**config.mk**
```make
export PLATFORM = sky130hd
export DESIGN_NAME = link_reload_tx
export DESIGN_NICKNAME = d
export VERILOG_FILES = /design/src/rtl/link_reload_tx.sv
export SDC_FILE = /design/constraint.sdc
export NUM_CORES = 1
export LEC_CHECK = 0
export CORE_ASPECT_RATIO = 2
export CORE_MARGIN = 8
export CORE_UTILIZATION = 57
export DETAILED_ROUTE_END_ITERATION = 10
export PLACE_DENSITY = 0.9
export SLEW_MARGIN = 30
export SYNTH_ARGS = -nofsm -noshare
export SYNTH_HDL_FRONTEND = slang
export SYNTH_SLANG_ARGS = --single-unit
export TNS_END_PERCENT = 50
```
**constraint.sdc**
```tcl
create_clock -name clk -period 2.3 [get_ports clk]
set_input_delay 0.46 -clock clk [delete_from_list [all_inputs] [get_ports clk]]
set_output_delay 0.46 -clock clk [all_outputs]
set_load 0.02 [all_outputs]
```
**src/rtl/link_reload_tx.sv**
```systemverilog
// Transmit end of the inter-board reload line.
// Turns local reload requests into framed low pulses on a wire that idles
// high ("connected"). Each pulse is held low for PULSE_CYCLES and is always
// followed by GUARD_CYCLES of high, so the partner's edge detector never
// misses or merges events. One request can wait behind the current event;
// further requests are counted as drops.
module link_reload_tx #(
   parameter int unsigned PULSE_CYCLES = 650000,
   parameter int unsigned GUARD_CYCLES = 650000,
   parameter int unsigned CNT_WIDTH    = 20
) (
   input  logic       clk,
   input  logic       rst_n,
   input  logic       enable,
   input  logic       req,
   output logic       link_out,
   output logic       busy,
   output logic       pending,
   output logic       sent,
   output logic [7:0] drop_count
);

   typedef enum logic [1:0] {
      DISABLED = 2'd0,
      GUARD    = 2'd1,
      IDLE     = 2'd2,
      PULSE    = 2'd3
   } state_t;

   localparam logic [CNT_WIDTH-1:0] CNT_ZERO   = {CNT_WIDTH{1'b0}};
   localparam logic [CNT_WIDTH-1:0] CNT_ONE    = {{(CNT_WIDTH-1){1'b0}}, 1'b1};
   localparam logic [CNT_WIDTH-1:0] PULSE_LAST = CNT_WIDTH'(PULSE_CYCLES - 32'd1);
   localparam logic [CNT_WIDTH-1:0] GUARD_LAST = CNT_WIDTH'(GUARD_CYCLES - 32'd1);

   // Saturating increment for the drop counter; it sticks at 255 instead of wrapping.
   function automatic logic [7:0] sat_inc(input logic [7:0] value);
      logic [7:0] result;
      if (value != 8'hFF) begin
         result = value + 8'd1;
      end else begin
         result = value;
      end
      return result;
   endfunction

   state_t               state_r, state_s;
   logic [CNT_WIDTH-1:0] cnt_r, cnt_s;
   logic                 link_r, link_s;
   logic                 busy_r, busy_s;
   logic                 pending_r, pending_s;
   logic                 sent_r, sent_s;
   logic [7:0]           drop_r, drop_s;
   logic                 queue_slot_s;

   // A request arriving while an event is in flight (any PULSE cycle, or a
   // GUARD cycle that is not the last) goes to the one-deep queue or is dropped.
   // In the last GUARD cycle the request is consumed directly instead.
   always_comb begin
      queue_slot_s = 1'b0;
      case (state_r)
         PULSE:    queue_slot_s = 1'b1;
         GUARD:    queue_slot_s = (cnt_r != GUARD_LAST);
         default:  queue_slot_s = 1'b0;
      endcase
   end

   // Next-state and next-output logic; disable overrides everything else.
   always_comb begin
      state_s   = state_r;
      cnt_s     = cnt_r;
      link_s    = link_r;
      pending_s = pending_r;
      sent_s    = 1'b0;
      drop_s    = drop_r;

      if (!enable) begin
         state_s   = DISABLED;
         cnt_s     = CNT_ZERO;
         link_s    = 1'b0;
         pending_s = 1'b0;
      end else begin
         if (queue_slot_s && req) begin
            if (!pending_r) begin
               pending_s = 1'b1;
            end else begin
               drop_s = sat_inc(drop_r);
            end
         end else begin
            pending_s = pending_r;
         end

         case (state_r)
            DISABLED: begin
               state_s = GUARD;
               cnt_s   = CNT_ZERO;
               link_s  = 1'b1;
            end
            GUARD: begin
               link_s = 1'b1;
               if (cnt_r == GUARD_LAST) begin
                  cnt_s = CNT_ZERO;
                  if (pending_r || req) begin
                     state_s   = PULSE;
                     link_s    = 1'b0;
                     pending_s = 1'b0;
                  end else begin
                     state_s = IDLE;
                  end
               end else begin
                  cnt_s = cnt_r + CNT_ONE;
               end
            end
            IDLE: begin
               link_s = 1'b1;
               if (req) begin
                  state_s = PULSE;
                  cnt_s   = CNT_ZERO;
                  link_s  = 1'b0;
               end else begin
                  state_s = IDLE;
               end
            end
            PULSE: begin
               link_s = 1'b0;
               if (cnt_r == PULSE_LAST) begin
                  state_s = GUARD;
                  cnt_s   = CNT_ZERO;
                  link_s  = 1'b1;
                  sent_s  = 1'b1;
               end else begin
                  cnt_s = cnt_r + CNT_ONE;
               end
            end
            default: begin
               state_s   = DISABLED;
               cnt_s     = CNT_ZERO;
               link_s    = 1'b0;
               pending_s = 1'b0;
            end
         endcase
      end

      busy_s = (state_s != IDLE);
   end

   // State, counter and all outputs are registered; reset drives the line low at once.
   always_ff @(posedge clk or negedge rst_n) begin
      if (!rst_n) begin
         state_r   <= DISABLED;
         cnt_r     <= CNT_ZERO;
         link_r    <= 1'b0;
         busy_r    <= 1'b1;
         pending_r <= 1'b0;
         sent_r    <= 1'b0;
         drop_r    <= 8'd0;
      end else begin
         state_r   <= state_s;
         cnt_r     <= cnt_s;
         link_r    <= link_s;
         busy_r    <= busy_s;
         pending_r <= pending_s;
         sent_r    <= sent_s;
         drop_r    <= drop_s;
      end
   end

   assign link_out   = link_r;
   assign busy       = busy_r;
   assign pending    = pending_r;
   assign sent       = sent_r;
   assign drop_count = drop_r;

endmodule

```
==> summary.txt <==
GP Congestion = 0.870
post-CTS setup buffers = 0
number of global-route vias before repair = 1,581
syn_area_per_cell = 10.0 um^2
Setup Skew = 9.75 ps
Die Wd = 56.9 um
Worst path top cell family by delay = compound AO/OA/AOI/OAI gates
worst skew pair latency = 290 ps
final layout net count = 221
setup_tns = 0 ps
Slew HR = 71.0%
Worst setup endpoint = cnt_r[12]
CP Max Fanout = 13
CP required = 2480 ps
CTS tree = done
Final Hold Viols = 0
core area = 3190 um^2
Slowest cell on crit path = dfrtp_1
post-cts sizing count = 0
Initial Util = 59.6%
Worst Setup Start Kind = flip-flop
gr usage total = 16.4%
Synth async-reset ratio = 100%
register area share after synthesis = 44.7%
Slew @ Worst Pin = 431 ps
FMAX = 507 MHz
number of core rows = 29
RR Startpoint = cnt_r[0]
Synth Net Count = 196
DR vias = 1,602
drt via density = 6.49
largest net degree at the start of global routing = 35
Pleak = 0.890 nW
Synth cell types = 48
Levels on crit path = 6
Pre-antenna DRT Iters = 4
# DRC = 0
crit end category = flip-flop
power density over cell area = 572 nW/um^2
wire per inst = 17.4 um
Num CTS Buffers = 5
die outline height = 97.7 um
IO Pins = 16
Initial DRC Count = 54
Cells after Synth = 190
post-synthesis register bit count = 34
cts hold-fix bufs = 0
initial antenna violation count = 0
mapped cell area = 1900 um^2
Root Buffer = clkbuf_8
Critical Path AT = 2150 ps
number of synthesized flops with an enable pin = 0
R2R setup slack = 330 ps
yosys synthesis warning count = 0
Final period util = 85.8%
RR Endpoint = cnt_r[12]
most common flop cell mapped by yosys = dfrtp_1
Final min period = 1970 ps
setup violators final = 0
CP startpoint = cnt_r[0]
Worst-path clk slew = 70 ps
# H-tree levels = 2
hpwl dp = 3260 um
slowest stage delay, CP = 400 ps
Max Root-Sink Buffers = 2
grt ovf = 0
Port Buffers = 15
maximum vdd ir drop = 0.574 mV
critical path buffer and inverter count = 0
max-cap violations = 0
clock sink total = 34
share of cells above drive strength 1 = 14.4%
first-pass GRT wire length = 7420 um
P&R area growth vs syn = 14.1%
RSZ-0062 raised after global routing = no
Total Routed Length = 4310 um
Post-DRT Antenna Nets = 0
die area = 5560 um^2
R2R cell count = 6
Hold Path Class = flip-flop to flip-flop
run status = finished, final reports clean
Cell Chain, Critical Path = ha_1, nand3_4, nor4_4, a21o_2, o21bai_1, a22o_1
Slew Viols, Final = 0
ANT cells = 0
WS Path Type = flip-flop to flip-flop
Finished Core Util = 68.0%
[registers in the layout, summed over array words and instances (netlist names)]
name and flops:
busy 1, cnt_r 20, drop_count 8, link_out 1, pending 1, sent 1, state_r 2
[layer usage]
metal | up-vias | GRT usage, % | wire length [um] | part of all wire [%]
li1 | 758 | - | - | -
met3 | 11 | 2.85 | 199 | 4.6
met4 | 0 | 9.64 | 136 | 3.2
met2 | 45 | 30.6 | 2420 | 56
met1 | 788 | 15.7 | 1550 | 36
met5 | - | 0 | 0 | 0
[Yosys cell counts (2+ instances only)]
| master | number | area, um^2 |
|---|---|---|
| nand2_1 | 27 | 101 |
| inv_1 | 3 | 11.3 |
| o21ai_0 | 5 | 25.0 |
| and3_1 | 5 | 31.3 |
| dfrtp_1 | 33 | 826 |
| a21oi_1 | 4 | 20.0 |
| buf_6 | 2 | 22.5 |
| nor4_4 | 3 | 63.8 |
| nand3b_1 | 2 | 15.0 |
| o21bai_1 | 2 | 15.0 |
| a22o_1 | 3 | 26.3 |
| xnor2_1 | 7 | 61.3 |
| a31oi_1 | 2 | 12.5 |
| o311ai_0 | 6 | 52.6 |
| o311a_1 | 2 | 20.0 |
| xor2_1 | 3 | 26.3 |
| ha_1 | 2 | 25.0 |
| nand4_1 | 10 | 62.6 |
| and2_1 | 3 | 18.8 |
| nor2_1 | 16 | 60.1 |
| nor3_1 | 5 | 25.0 |
| mux2i_1 | 2 | 20.0 |
| nand3_1 | 18 | 90.1 |
[layout by cell type (no fill, tap or decap), drive strengths merged, types with 3 or more instances in the layout]
master,n
a21oi,5
a22o,3
a31oi,3
and2,3
and3,6
buf,9
clkbuf,6
clkdlybuf4s50,15
dfrtp,33
inv,3
nand2,27
nand3,20
nand4,10
nor2,16
nor3,5
nor4,4
o21ai,6
o311ai,6
xnor2,7
xor2,3
[cell type report]
class | count | area (um^2)
tap | 31 | 38.8
clock inverter | 2 | 10.0
inverter | 3 | 11.3
clock buffer | 6 | 72.6
sequential | 34 | 852
multi-input combinational | 147 | 970
timing repair buffer | 24 | 218
fill | 244 | 1020
[worst reg2reg max path, cell delays in order, from the launching register on]
cell and delay [ps]:
dfrtp_1 400, ha_1 270, nand3_4 130, nor4_4 400, a21o_2 360, o21bai_1 110, a22o_1 190
[worst min-delay path by stage]
stage | slack (ps) | endpoint | startpoint | cells past startpoint
after floorplan | 160 | cnt_r[0] | rst_n | 0
after global placement | 480 | drop_count[7] | drop_count[7] | 1
after detailed placement | 510 | drop_count[7] | drop_count[7] | 1
after CTS | 520 | drop_count[5] | drop_count[5] | 1
after global routing | 550 | drop_count[5] | drop_count[5] | 1
final | 510 | drop_count[7] | drop_count[7] | 1
[power by group]
group	internal, W	leakage [nW]	switching [W]
registers	0.000623	0.462	0.0000310
clock network	0.000209	0.0450	0.000215
logic	0.0000761	0.383	0.0000883
total	0.000908	0.890	0.000335
[logic make-up after synthesis]
logic type / after synthesis / share of synthesized area, %
and+or+nand+nor: 100 / 30.7
DFF: 34 / 44.7
AOI/OAI and AO/OA: 32 / 12.6
xor gates and xnor gates: 10 / 4.60
buffers and inverters: 9 / 4.34
muxes: 3 / 1.64
adders and majority gates: 2 / 1.31
[through the flow]
step	cell area [um^2]	total power (W)	worst slack (ps)	hold slack [ps]	instances
2_1_floorplan	1900	0.000736	531	164	190
3_3_place_gp	2090	0.000822	208	481	239
3_5_place_dp	2090	0.000828	144	512	239
4_1_cts	2170	0.00126	332	523	247
5_1_grt	2170	0.00129	187	551	247
6_report	2170	0.00124	326	514	247
Note: power is estimated with default switching activity, not from simulation.
